==> config.mk <==
export PLATFORM = sky130hd
export DESIGN_NAME = fft_stage_sequencer
export DESIGN_NICKNAME = d
export VERILOG_FILES = /design/src/rtl/fft_stage_sequencer.sv
export SDC_FILE = /design/constraint.sdc
export NUM_CORES = 1
export LEC_CHECK = 0
export BUFFER_PORTS_ARGS = -buffer_cell sky130_fd_sc_hd__buf_2
export CORE_AREA = 2 2 49 60
export DETAILED_ROUTE_END_ITERATION = 8
export DIE_AREA = 0 0 51 62
export PLACE_DENSITY = 0.79
export SETUP_SLACK_MARGIN = 0.3
export SLEW_MARGIN = 20
export SYNTH_ARGS = -nofsm -noshare
export SYNTH_HDL_FRONTEND = slang
export SYNTH_SLANG_ARGS = --single-unit
==> constraint.sdc <==
create_clock -name clk -period 5.56 [get_ports clk]
set_clock_uncertainty 0.05 [all_clocks]
set_input_delay 0.834 -clock clk [delete_from_list [all_inputs] [get_ports clk]]
set_output_delay 0.834 -clock clk [all_outputs]
set_load 0.05 [all_outputs]
==> src/rtl/fft_stage_sequencer.sv <==
// Address/enable sequencer for an in-place radix-2 DIT FFT over two ping-pong banks:
// a bit-reverse copy phase followed by LOG2N butterfly stages, with writes trailing reads by PIPE_LAT.
module fft_stage_sequencer #(
  parameter int N        = 8,
  parameter int LOG2N    = 3,
  parameter int PIPE_LAT = 2
) (
  input  logic             clk,
  input  logic             rst,
  input  logic             start,
  output logic             busy,
  output logic             done,
  output logic [LOG2N-1:0] stage,
  output logic             rd_bank,
  output logic             rd_en_a,
  output logic             rd_en_b,
  output logic [LOG2N-1:0] rd_addr_a,
  output logic [LOG2N-1:0] rd_addr_b,
  output logic             wr_en_a,
  output logic             wr_en_b,
  output logic [LOG2N-1:0] wr_addr_a,
  output logic [LOG2N-1:0] wr_addr_b,
  output logic [LOG2N-2:0] tw_addr,
  output logic             out_bank
);

  localparam int PW   = $clog2(PIPE_LAT + 1);
  localparam int CW   = (LOG2N > PW) ? LOG2N : PW;
  localparam int TW_W = LOG2N - 1;
  localparam logic [CW-1:0]    REORD_LAST = CW'(N - 1);
  localparam logic [CW-1:0]    BFLY_LAST  = CW'(N / 2 - 1);
  localparam logic [CW-1:0]    DRAIN_LAST = CW'(PIPE_LAT - 1);
  localparam logic [LOG2N-1:0] LAST_STAGE = LOG2N'(LOG2N);

  typedef enum logic [2:0] {IDLE, ISSUE, DRAIN, SWAP, FIN} state_t;

  state_t           state, state_nxt;
  logic [CW-1:0]    cnt, cnt_nxt;
  logic [LOG2N-1:0] stage_nxt;
  logic             rd_bank_nxt;
  logic             out_bank_nxt;

  logic [LOG2N-1:0] b, s, tw_sh, half, mask, bf_a, d_addr_a;

  logic             vld_a_p  [PIPE_LAT];
  logic             vld_b_p  [PIPE_LAT];
  logic [LOG2N-1:0] addr_a_p [PIPE_LAT];
  logic [LOG2N-1:0] addr_b_p [PIPE_LAT];

  function automatic logic [LOG2N-1:0] bitrev(input logic [LOG2N-1:0] x);
    logic [LOG2N-1:0] r;
    for (int i = 0; i < LOG2N; i++) r[i] = x[LOG2N-1-i];
    return r;
  endfunction

  // Butterfly pairing: insert a zero at bit s of the counter to get the lower index.
  always_comb begin
    b     = LOG2N'(cnt);
    s     = stage - LOG2N'(1);
    tw_sh = LOG2N'(LOG2N - 1) - s;
    half  = LOG2N'(1) << s;
    mask  = half - LOG2N'(1);
    bf_a  = ((b >> s) << stage) | (b & mask);
  end

  always_ff @(posedge clk) begin
    if (rst) begin
      state    <= IDLE;
      cnt      <= '0;
      stage    <= '0;
      rd_bank  <= 1'b0;
      out_bank <= 1'b0;
    end else begin
      state    <= state_nxt;
      cnt      <= cnt_nxt;
      stage    <= stage_nxt;
      rd_bank  <= rd_bank_nxt;
      out_bank <= out_bank_nxt;
    end
  end

  always_comb begin
    state_nxt    = state;
    cnt_nxt      = cnt;
    stage_nxt    = stage;
    rd_bank_nxt  = rd_bank;
    out_bank_nxt = out_bank;
    busy         = 1'b0;
    done         = 1'b0;
    rd_en_a      = 1'b0;
    rd_en_b      = 1'b0;
    rd_addr_a    = '0;
    rd_addr_b    = '0;
    tw_addr      = '0;
    case (state)
      IDLE: begin
        if (start) begin
          stage_nxt   = '0;
          rd_bank_nxt = 1'b0;
          cnt_nxt     = '0;
          state_nxt   = ISSUE;
        end
      end
      ISSUE: begin
        busy    = 1'b1;
        rd_en_a = 1'b1;
        if (stage == '0) begin
          rd_addr_a = b;
        end else begin
          rd_en_b   = 1'b1;
          rd_addr_a = bf_a;
          rd_addr_b = bf_a + half;
          tw_addr   = TW_W'((b & mask) << tw_sh);
        end
        if (cnt == ((stage == '0) ? REORD_LAST : BFLY_LAST)) begin
          cnt_nxt   = '0;
          state_nxt = DRAIN;
        end else begin
          cnt_nxt = cnt + CW'(1);
        end
      end
      DRAIN: begin
        busy = 1'b1;
        if (cnt == DRAIN_LAST) begin
          cnt_nxt   = '0;
          state_nxt = SWAP;
        end else begin
          cnt_nxt = cnt + CW'(1);
        end
      end
      SWAP: begin
        busy        = 1'b1;
        rd_bank_nxt = ~rd_bank;
        if (stage == LAST_STAGE) begin
          out_bank_nxt = ~rd_bank;
          state_nxt    = FIN;
        end else begin
          stage_nxt = stage + LOG2N'(1);
          cnt_nxt   = '0;
          state_nxt = ISSUE;
        end
      end
      FIN: begin
        done      = 1'b1;
        state_nxt = IDLE;
      end
      default: state_nxt = IDLE;
    endcase
  end

  assign d_addr_a = (stage == '0) ? bitrev(rd_addr_a) : rd_addr_a;

  // Write delay line: strobes are cleared on reset so aborted transforms never write.
  always_ff @(posedge clk) begin
    if (rst) begin
      for (int i = 0; i < PIPE_LAT; i++) begin
        vld_a_p[i] <= 1'b0;
        vld_b_p[i] <= 1'b0;
      end
    end else begin
      vld_a_p[0] <= rd_en_a;
      vld_b_p[0] <= rd_en_b;
      for (int i = 1; i < PIPE_LAT; i++) begin
        vld_a_p[i] <= vld_a_p[i-1];
        vld_b_p[i] <= vld_b_p[i-1];
      end
    end
  end

  always_ff @(posedge clk) begin
    addr_a_p[0] <= d_addr_a;
    addr_b_p[0] <= rd_addr_b;
    for (int i = 1; i < PIPE_LAT; i++) begin
      addr_a_p[i] <= addr_a_p[i-1];
      addr_b_p[i] <= addr_b_p[i-1];
    end
  end

  assign wr_en_a   = vld_a_p[PIPE_LAT-1];
  assign wr_en_b   = vld_b_p[PIPE_LAT-1];
  assign wr_addr_a = wr_en_a ? addr_a_p[PIPE_LAT-1] : '0;
  assign wr_addr_b = wr_en_b ? addr_b_p[PIPE_LAT-1] : '0;

endmodule

==> results of run 1 <==
through the flow:
step / instances / setup slack [ps] / utilization [%] / power [mW] / instance area, um2
2_1_floorplan: 161 / 1260 / - / 0.300 / 1430
3_3_place_gp: 217 / 1850 / 59.6 / 0.317 / 1580
3_5_place_dp: 217 / 1680 / 59.6 / 0.321 / 1580
4_1_cts: 221 / 1300 / 60.7 / 0.404 / 1610
5_1_grt: 221 / 1070 / 60.7 / 0.424 / 1610
6_report: 221 / 1300 / 60.7 / 0.399 / 1610
worst reg2reg max path, delay by kind of cell, from the launching register on:
| family | cells | cell delay [ps] |
|---|---|---|
| flops | 1 | 570 |
| fa+ha+maj | 3 | 1040 |
| simple gates | 3 | 330 |
| buf+inv | 1 | 150 |
| compound gates | 1 | 110 |
| xor+xnor | 3 | 570 |
synth_stat cells (2+ instances only):
library cell	instances
sky130_fd_sc_hd__nor3_1	9
sky130_fd_sc_hd__clkbuf_1	2
sky130_fd_sc_hd__o21ai_1	4
sky130_fd_sc_hd__nand2_1	10
sky130_fd_sc_hd__mux2i_1	2
sky130_fd_sc_hd__ha_1	12
sky130_fd_sc_hd__o21a_1	2
sky130_fd_sc_hd__inv_1	10
sky130_fd_sc_hd__and2_1	7
sky130_fd_sc_hd__nor2b_1	3
sky130_fd_sc_hd__nor2_1	20
sky130_fd_sc_hd__nand3_1	3
sky130_fd_sc_hd__xnor2_1	3
sky130_fd_sc_hd__nand2b_1	5
sky130_fd_sc_hd__and3b_1	2
sky130_fd_sc_hd__o211ai_1	2
sky130_fd_sc_hd__a21oi_1	8
sky130_fd_sc_hd__a211oi_1	2
sky130_fd_sc_hd__buf_4	2
sky130_fd_sc_hd__dfxtp_1	27
sky130_fd_sc_hd__and3_1	3
flip-flops by register name, summed over array words and instances, names as in the netlist:
name,cells
addr_a_p,6
addr_b_p,6
b,3
out_bank,1
rd_bank,1
stage,3
state,3
vld_a_p,2
vld_b_p,2
layout make-up:
class	instances	area, um2	area share (%)
multi-input cells	118	822	51.0
flip-flops and latches	27	541	33.5
repair buffers	27	135	8.39
well taps	34	42.5	2.64
inverters	11	41.3	2.56
clock buffers	3	22.5	1.40
clock inverters	1	7.51	0.466
power by group:
group	switching, mW	leakage (nW)	internal [mW]	total [mW]
Clock	0.0564	0.0139	0.0275	0.0839
Sequential	0.0152	0.219	0.203	0.218
Combinational	0.0615	0.543	0.0355	0.0970
Total	0.133	0.776	0.266	0.399
logic make-up after synthesis:
logic type	count (synthesis)	synth area share (%)
muxes	2	1.40
and+or+nand+nor	69	25.4
DFF	27	37.8
xor gates and xnor gates	5	3.58
AOI/OAI and AO/OA	29	15.1
adders and majority gates	13	11.9
buffers and inverters	16	4.81
final timing paths:
kind	start	end	slack [ps]	cells past startpoint
min reg2reg	addr_a_p[0][1]$_DFF_P_	addr_a_p[0][4]$_DFF_P_	290	0
max	stage[0]$_SDFFE_PP0P_	rd_addr_b[2]	1300	12
min	addr_a_p[0][1]$_DFF_P_	addr_a_p[0][4]$_DFF_P_	290	0
max reg2reg	stage[0]$_SDFFE_PP0P_	addr_b_p[0][2]$_DFF_P_	2630	11
layer usage:
metal	up-vias	global-route usage, %	part of all wire [%]
met5	-	0	0
met4	0	7.34	0.93
met3	4	3.83	6.4
met2	44	36.9	53
met1	530	19.9	40
li1	600	-	-
==> key figures, run 1 <==
STA
  – Setup repair after global routing missed its margin: false
  – Total negative setup slack: 0 ps
  – Worst slew margin relative to its limit: 66.1%
  – Number of setup violations in the final report: 0
  – Upper clock frequency limit: 235 MHz
  – Part of the cycle the worst path needs: 76.6%
  – Transition time of the tightest slew-check pin: 508 ps
  – Final worst hold slack: 293 ps
  – Pins over their slew limit: 0
  – Endpoints failing hold: 0
  – Tmin final: 4260 ps

Clocking
  – Clock slew at reported path FFs: 140 ps
  – Clock sink total: 27
  – Number of buffers inserted by hold repair at cts: 0
  – Worst-skew pair later-pin latency: 320 ps
  – Buffer type at the clock tree root: sky130_fd_sc_hd__clkbuf_4
  – CTS buffer count: 3
  – Post-cts repair resize count: 0
  – Post-CTS repair timing setup buffer count: 0
  – CTS max path bufs: 2
  – Clock tree from TritonCTS: done
  – Total number of H-tree levels: 1

Cells and area
  – Fillers: 248
  – Final net count: 204
  – Commonest non-fill, non-tap cells in the layout: 27 x sky130_fd_sc_hd__dfxtp_1, 27 x sky130_fd_sc_hd__buf_2, 20 x sky130_fd_sc_hd__nor2_1
  – Ant diodes: 0
  – Layout area overhead: 12.6%
  – Ratio of cells with drive above 1 in the final layout: 21.9%

Critical path
  – Stage delay of the slowest cell on the critical path: 570 ps
  – Critical path type: reg -> out
  – Number of buffers and inverters on the critical path: 2
  – Element type at the critical path end: primary output
  – Maximum fanout along the worst path: 11
  – Worst endpoint data arrival time: 3380 ps
  – Critical Path Source Type: flip-flop
  – Largest delay share family, worst path: adder cells
  – Cell with the biggest individual delay on the critical path: sky130_fd_sc_hd__dfxtp_1
  – List of cells traversed by the critical path: inv_1, ha_1, xnor2_2, nand2_1, ha_1, nand2b_1, o41ai_2, fa_1, xnor2_1, xnor2_1, nor2_1, buf_2
  – Required time at the worst-slack endpoint: 4680 ps

Route
  – DRT iter0 DRCs: 16
  – DR pass1 iterations: 7
  – Average via count per standard cell: 5.33
  – DRC violation count after routing: 0
  – Via total after detailed routing: 1,178
  – Number of nets with antenna violations after routing: 0
  – Post-detailed-routing wire length: 2.70 mm
  – Detailed-route wire length per cell: 12.2 um

Yosys
  – Synthesized instance count: 161
  – Netlist Area Pre-Place: 0.00143 mm2
  – Number of nets produced by synthesis: 177
  – Portion of synthesized cell area occupied by the leading cell type: 37.8%
  – Syn Area/Cell: 8.89 um2
  – Cell type with the highest aggregate area in the netlist: sky130_fd_sc_hd__dfxtp_1
  – Number of synthesized register bits: 27
  – Library cells used by synthesis: 44
  – Share of flip-flops with an asynchronous set or reset after synthesis: 0%
  – Part of the Yosys area used for sequential elements: 37.8%
  – Total number of yosys warnings: 0
  – Leading post-synthesis cells by cell area: sky130_fd_sc_hd__dfxtp_1 38%, sky130_fd_sc_hd__ha_1 10%, sky130_fd_sc_hd__nor2_1 5.2%, sky130_fd_sc_hd__nor3_1 3.1%, sky130_fd_sc_hd__and2_1 3.1%
  – Number of enable flip-flop cells after synthesis: 0
  – Top flip-flop cell by instance count after synthesis: sky130_fd_sc_hd__dfxtp_1

Global route
  – Maximum number of pins on one net before global-route repair: 17
  – Global-route wire length before repair: 4.49 mm
  – Via count of the first global-routing pass: 1,068
  – Antenna violations before repair: 0
  – Global-route total usage across every layer: 18.9%
  – Total grt overflow: 0

Placed design
  – HPWL Detailed: 2.16 mm
  – Routability cong.: 0.813
  – # port buffers: 27

Power
  – Power density of the placed cells: 248 mW/mm2
  – Largest voltage drop on the vdd net: 0.164 mV
  – Total leakage power: 0.776 nW

Floorplanning
  – Die H: 62 um
  – Die area: 0.00316 mm2
  – Die width: 51 um
  – Floorplan Core Area: 0.00265 mm2
  – Boundary Pins: 28
  – Floorplan row count: 21
  – Initial core utilization: 53.9%

Run
  – Max-cap violations: 0

Worst hold path
  – Min-Delay Path Class: reg -> reg

Status
  – Status: finished clean
No activity file was read; power rests on OpenSTA's default activity.
==> run 2: changes to the inputs <==
Settings changed: CORE_AREA 2 2 49 60 to 2 2 53 65, DIE_AREA 0 0 51 62 to 0 0 55 67, PLACE_DENSITY 0.79 to 0.71.
Clock period 5.56 ns to 3.7 ns, I/O delays scaled along.
==> key figures, run 2 (same netlist as run 1, synthesis figures left out) <==
Status
  – Status: finished clean

STA
  – Endpoints failing hold: 0
  – Setup repair after global routing missed its margin: true
  – Number of setup violations in the final report: 0
  – Transition time of the tightest slew-check pin: 500 ps
  – Part of the cycle the worst path needs: 89.6%
  – Worst slew margin relative to its limit: 66.6%
  – Total negative setup slack: 0 ps
  – Upper clock frequency limit: 302 MHz
  – Tmin final: 3310 ps
  – Pins over their slew limit: 0

Placed design
  – Routability cong.: 0.848
  – # port buffers: 27
  – HPWL Detailed: 2.14 mm
  – Post-place instance area: 0.00159 mm2

Cells and area
  – Post-route design area: 0.00177 mm2
  – Largest regs: addr_a_p x6, addr_b_p x6
  – Ant diodes: 0
  – Commonest non-fill, non-tap cell in the layout: sky130_fd_sc_hd__buf_2
  – Commonest non-fill, non-tap cells in the layout: 25 x sky130_fd_sc_hd__buf_2, 24 x sky130_fd_sc_hd__dfxtp_1, 19 x sky130_fd_sc_hd__nor2_1
  – Flip-flop and latch area: 549 um2
  – Ratio of cells with drive above 1 in the final layout: 32.1%
  – Fillers: 297
  – Layout area overhead: 23.7%
  – Final net count: 210
  – Multi-input gate area: 915 um2

Route
  – DR pass1 iterations: 4
  – Post-detailed-routing wire length: 2.94 mm
  – Detailed-route wire length per cell: 12.9 um
  – DRC violation count after routing: 0
  – Average via count per standard cell: 5.21
  – Via total after detailed routing: 1,193
  – Number of nets with antenna violations after routing: 0
  – DRT iter0 DRCs: 19

Power
  – Clock network power share: 21.6%
  – Power density of the placed cells: 347 mW/mm2
  – Largest voltage drop on the vdd net: 0.286 mV
  – Comb power frac: 25.3%
  – Seq pwr share: 53.1%
  – Total leakage power: 0.829 nW
  – Net switching share of the total power: 34.2%
  – Net switching power of the design: 0.210 mW
  – Internal Power: 0.405 mW

Critical path
  – Critical path type: reg -> out
  – Cell with the biggest individual delay on the critical path: sky130_fd_sc_hd__dfxtp_4
  – Worst R2R Path Depth: 11
  – Critical Path Source Type: flip-flop
  – Maximum fanout along the worst path: 4
  – Timing endpoint of the critical path: rd_addr_b[2]
  – Required time at the worst-slack endpoint: 3090 ps
  – Worst endpoint data arrival time: 2710 ps
  – Element type at the critical path end: primary output
  – Launch point of the worst reg-to-reg path: stage[1]$_SDFFE_PP0P_
  – Worst flop-to-flop path endpoint: addr_b_p[0][2]$_DFF_P_
  – Stage delay of the slowest cell on the critical path: 380 ps
  – Worst path most repeated cell: sky130_fd_sc_hd__xnor2_2
  – Setup crit start: stage[1]$_SDFFE_PP0P_
  – List of cells traversed by the critical path: inv_2, ha_4, xnor2_4, nand2_2, ha_1, nand2b_4, o41ai_4, fa_2, xnor2_2, xnor2_2, nor2_4, buf_8
  – Minimum setup slack among reg-to-reg paths: 1380 ps

Worst hold path
  – Min-Delay Path Class: reg -> reg
  – Worst hold path depth: 0

Floorplanning
  – Die area: 0.00369 mm2
  – Die H: 67 um
  – Boundary Pins: 28
  – Floorplan Core Area: 0.00303 mm2
  – Initial core utilization: 47.3%
  – Die width: 55 um
  – Floorplan row count: 22

Global route
  – Maximum number of pins on one net before global-route repair: 16
  – Via count of the first global-routing pass: 1,127
  – Global-route total usage across every layer: 18.1%
  – Total grt overflow: 0
  – Antenna violations before repair: 0
  – Global-route wire length before repair: 4.94 mm

Clocking
  – Clock tree from TritonCTS: done
  – CTS max path bufs: 2
  – Total number of H-tree levels: 1
  – Clock slew at reported path FFs: 160 ps
  – Clock sink total: 27
  – CTS buffer count: 3
  – Buffer type at the clock tree root: sky130_fd_sc_hd__clkbuf_4
  – Worst-skew pair later-pin latency: 340 ps

Run
  – Max-cap violations: 0
## run 2: what timing repair did
| item | 4_1_cts | 5_1_grt |
|---|---|---|
| pin swaps | 2 | 5 |
| hold buffers | 0 | 0 |
| buffers inserted | 4 | 2 |
| resized for setup | 15 | 7 |
| endpoints found under the setup margin | 2 | 2 |
## run 2: cell type report
type | instances | share of cell area [%]
tap | 36 | 2.54
sequential | 27 | 31.0
timing repair buffer | 33 | 10.9
clock buffer | 3 | 1.27
multi-input combinational | 118 | 51.7
inverter | 11 | 2.33
clock inverter | 1 | 0.283
## run 2: power groups by stage
stage | combinational [mW] | sequential, mW | clock [mW]
after floorplan | 0.121 | 0.330 | 0
after global placement | 0.144 | 0.334 | 0
after detailed placement | 0.146 | 0.335 | 0
after CTS | 0.153 | 0.328 | 0.135
after global routing | 0.171 | 0.331 | 0.150
final | 0.155 | 0.327 | 0.133
## run 2: how the worst min path moves through the flow
stage | start | to | slack (ps)
after floorplan | addr_a_p[0][0]$_DFF_P_ | addr_a_p[0][3]$_DFF_P_ | 260
after global placement | addr_a_p[0][1]$_DFF_P_ | addr_a_p[0][4]$_DFF_P_ | 260
after detailed placement | addr_a_p[0][0]$_DFF_P_ | addr_a_p[0][3]$_DFF_P_ | 260
after CTS | addr_b_p[0][0]$_DFF_P_ | addr_b_p[0][3]$_DFF_P_ | 290
after global routing | addr_b_p[0][0]$_DFF_P_ | addr_b_p[0][3]$_DFF_P_ | 290
final | addr_a_p[0][0]$_DFF_P_ | addr_a_p[0][3]$_DFF_P_ | 290
## run 2: stage by stage
stage | power, mW | worst slack (ps) | util [%] | hold WS (ps) | cells
2_1_floorplan | 0.451 | 319 | - | 260 | 161
3_3_place_gp | 0.478 | 385 | 52.6 | 262 | 219
3_5_place_dp | 0.482 | 273 | 52.6 | 263 | 219
4_1_cts | 0.615 | 343 | 56.6 | 288 | 227
5_1_grt | 0.652 | 248 | 58.5 | 286 | 229
6_report | 0.615 | 386 | 58.5 | 293 | 229
## run 2: layer usage
layer	share of wire [%]	routed length [um]	vias up	track usage (%)
met2	51	1500	28	31.4
met5	0	0	-	0
met1	44	1300	554	22.7
met4	1.1	33	0	4.57
li1	-	-	606	-
met3	4.0	118	5	2.69
## run 2: worst max-delay path: cells and delay by family, from the launching register on
family | cells | cell delay, ps
AO/OA/AOI/OAI | 1 | 90
AND/OR/NAND/NOR | 3 | 340
buffers and inverters | 2 | 220
adder cells (fa/ha/maj) | 3 | 840
flip-flops | 1 | 380
XOR/XNOR | 3 | 490
==> run 3: changes to the inputs <==
Settings changed: MAX_ROUTING_LAYER from default to met4.
Clock period 3.7 ns to 3 ns, I/O delays scaled along.
==> key figures, run 3 (same netlist as run 1, synthesis figures left out) <==
Power
  – Largest voltage drop on the vdd net: 0.304 mV
  – Net switching share of the total power: 34.4%
  – Clock network power share: 21.8%
  – Net switching power of the design: 0.267 mW
  – Seq pwr share: 52.0%
  – Internal Power: 0.511 mW
  – Power density of the placed cells: 410 mW/mm2
  – Comb power frac: 26.2%
  – Total leakage power: 0.866 nW

Clocking
  – Clock sink total: 27
  – Clock slew at reported path FFs: 150 ps
  – Buffer type at the clock tree root: sky130_fd_sc_hd__clkbuf_4
  – Total number of H-tree levels: 1
  – CTS max path bufs: 2
  – Clock tree from TritonCTS: done
  – CTS buffer count: 3
  – Number of buffers inserted by hold repair at cts: 0
  – Worst-skew pair later-pin latency: 350 ps

Cells and area
  – Post-Route Utilization: 62.6%
  – Post-route design area: 0.00190 mm2
  – Commonest non-fill, non-tap cells in the layout: 22 x sky130_fd_sc_hd__dfxtp_1, 20 x sky130_fd_sc_hd__buf_2, 17 x sky130_fd_sc_hd__nor2_1
  – Ant diodes: 0
  – Largest regs: addr_a_p x6, addr_b_p x6
  – Fillers: 264
  – Ratio of cells with drive above 1 in the final layout: 40.8%
  – Layout area overhead: 32.5%
  – Commonest non-fill, non-tap cell in the layout: sky130_fd_sc_hd__dfxtp_1
  – Final net count: 218

Route
  – Detailed-route wire length per cell: 13.9 um
  – Post-detailed-routing wire length: 3.30 mm
  – Average via count per standard cell: 5.42
  – Via total after detailed routing: 1,285
  – DRC violation count after routing: 0
  – DRT iter0 DRCs: 46
  – DR pass1 iterations: 4
  – Number of nets with antenna violations after routing: 0

STA
  – Transition time of the tightest slew-check pin: 370 ps
  – Worst slew margin relative to its limit: 75.3%
  – Setup repair after global routing missed its margin: true
  – Pins over their slew limit: 0
  – Number of setup violations in the final report: 2
  – Part of the cycle the worst path needs: 109%
  – Tmin final: 3270 ps
  – Endpoints failing hold: 0
  – Upper clock frequency limit: 305 MHz
  – Worst setup slack after layout: -274 ps

Critical path
  – Worst endpoint data arrival time: 2770 ps
  – List of cells traversed by the critical path: inv_4, ha_4, xnor2_4, nand2_2, ha_4, nand2b_4, o41ai_2, buf_4, fa_2, xnor2_2, xnor2_2, nor2_4, buf_8
  – Critical path type: reg -> out
  – Required time at the worst-slack endpoint: 2500 ps
  – Number of buffers and inverters on the critical path: 3
  – Largest delay share family, worst path: adder cells
  – Element type at the critical path end: primary output
  – Cell with the biggest individual delay on the critical path: sky130_fd_sc_hd__dfxtp_4
  – Stage delay of the slowest cell on the critical path: 390 ps
  – Maximum fanout along the worst path: 3
  – Critical Path Source Type: flip-flop

Global route
  – Maximum number of pins on one net before global-route repair: 17
  – Total grt overflow: 0
  – Antenna violations before repair: 0
  – Global-route wire length before repair: 5.35 mm
  – Via count of the first global-routing pass: 1,164
  – Global-route total usage across every layer: 20.8%

Placed design
  – Routability cong.: 0.780
  – Post-place instance area: 0.00168 mm2
  – # port buffers: 27
  – HPWL Detailed: 2.25 mm

Run
  – Max-cap violations: 0

Status
  – Violated checks: setup timing
  – Status: finished, violations left

Floorplanning
  – Die H: 67 um
  – Boundary Pins: 28
  – Floorplan row count: 22
  – Die width: 55 um
  – Die area: 0.00369 mm2
  – Initial core utilization: 47.3%
  – Floorplan Core Area: 0.00303 mm2

Worst hold path
  – Min-Delay Path Class: reg -> reg
run 3: area by class of cell:
type	count	area (um2)	area share, %
multi-input combinational	118	937	49.4
clock inverter	1	6.26	0.330
tap	36	45.0	2.37
clock buffer	3	22.5	1.19
timing repair buffer	41	288	15.2
inverter	11	46.3	2.44
sequential	27	552	29.1
run 3: power by group through the flow:
stage	combinational, mW	sequential [mW]	clock, mW
global placement	0.182	0.410	0
CTS	0.193	0.403	0.173
detailed placement	0.186	0.411	0
floorplan	0.154	0.406	0
finish	0.204	0.405	0.169
global route	0.223	0.409	0.193
run 3: worst register-to-register path, cell delays in order, from the launching register on:
cell,delay (ps)
sky130_fd_sc_hd__dfxtp_4,390
sky130_fd_sc_hd__inv_4,40
sky130_fd_sc_hd__ha_4,170
sky130_fd_sc_hd__xnor2_4,170
sky130_fd_sc_hd__nand2_2,110
sky130_fd_sc_hd__ha_4,270
sky130_fd_sc_hd__nand2b_4,120
sky130_fd_sc_hd__o41ai_2,60
sky130_fd_sc_hd__buf_4,150
sky130_fd_sc_hd__fa_2,370
sky130_fd_sc_hd__xnor2_2,150
sky130_fd_sc_hd__xnor2_2,170
sky130_fd_sc_hd__nor2_4,50
run 3: what timing repair did:
action                     CTS  global route
setup endpoints to repair    5             8
buffers inserted             8             3
pin swaps                   15             5
resized for setup           18            12
run 3: final timing paths:
path	from	to	slack [ps]	depth (start not counted)
hold / removal	addr_b_p[0][0]$_DFF_P_	addr_b_p[0][3]$_DFF_P_	290	0
setup / recovery	stage[1]$_SDFFE_PP0P_	rd_addr_b[2]	-270	13
hold reg to reg	addr_b_p[0][0]$_DFF_P_	addr_b_p[0][3]$_DFF_P_	290	0
setup reg to reg	stage[1]$_SDFFE_PP0P_	addr_b_p[0][2]$_DFF_P_	620	12
run 3: through the flow:
stage / hold WS, ps / total power, mW / cells / setup TNS [ps] / worst slack [ps]
CTS: 294 / 0.769 / 234 / -508 / -255
finish: 287 / 0.778 / 237 / -452 / -274
global placement: 262 / 0.592 / 222 / 0 / 138
floorplan: 260 / 0.560 / 161 / 0 / 87.2
global route: 301 / 0.826 / 237 / -638 / -373
detailed placement: 262 / 0.597 / 222 / 0 / 83.1
run 3: layer usage:
metal	wire length [um]	share of wire (%)	vias up	global-route usage [%]
li1	-	-	625	-
met1	1300	40	603	21.8
met2	1730	52	46	37.1
met3	176	5.3	11	3.14
met4	86	2.6	0	9.15
met5	0	0	-	-
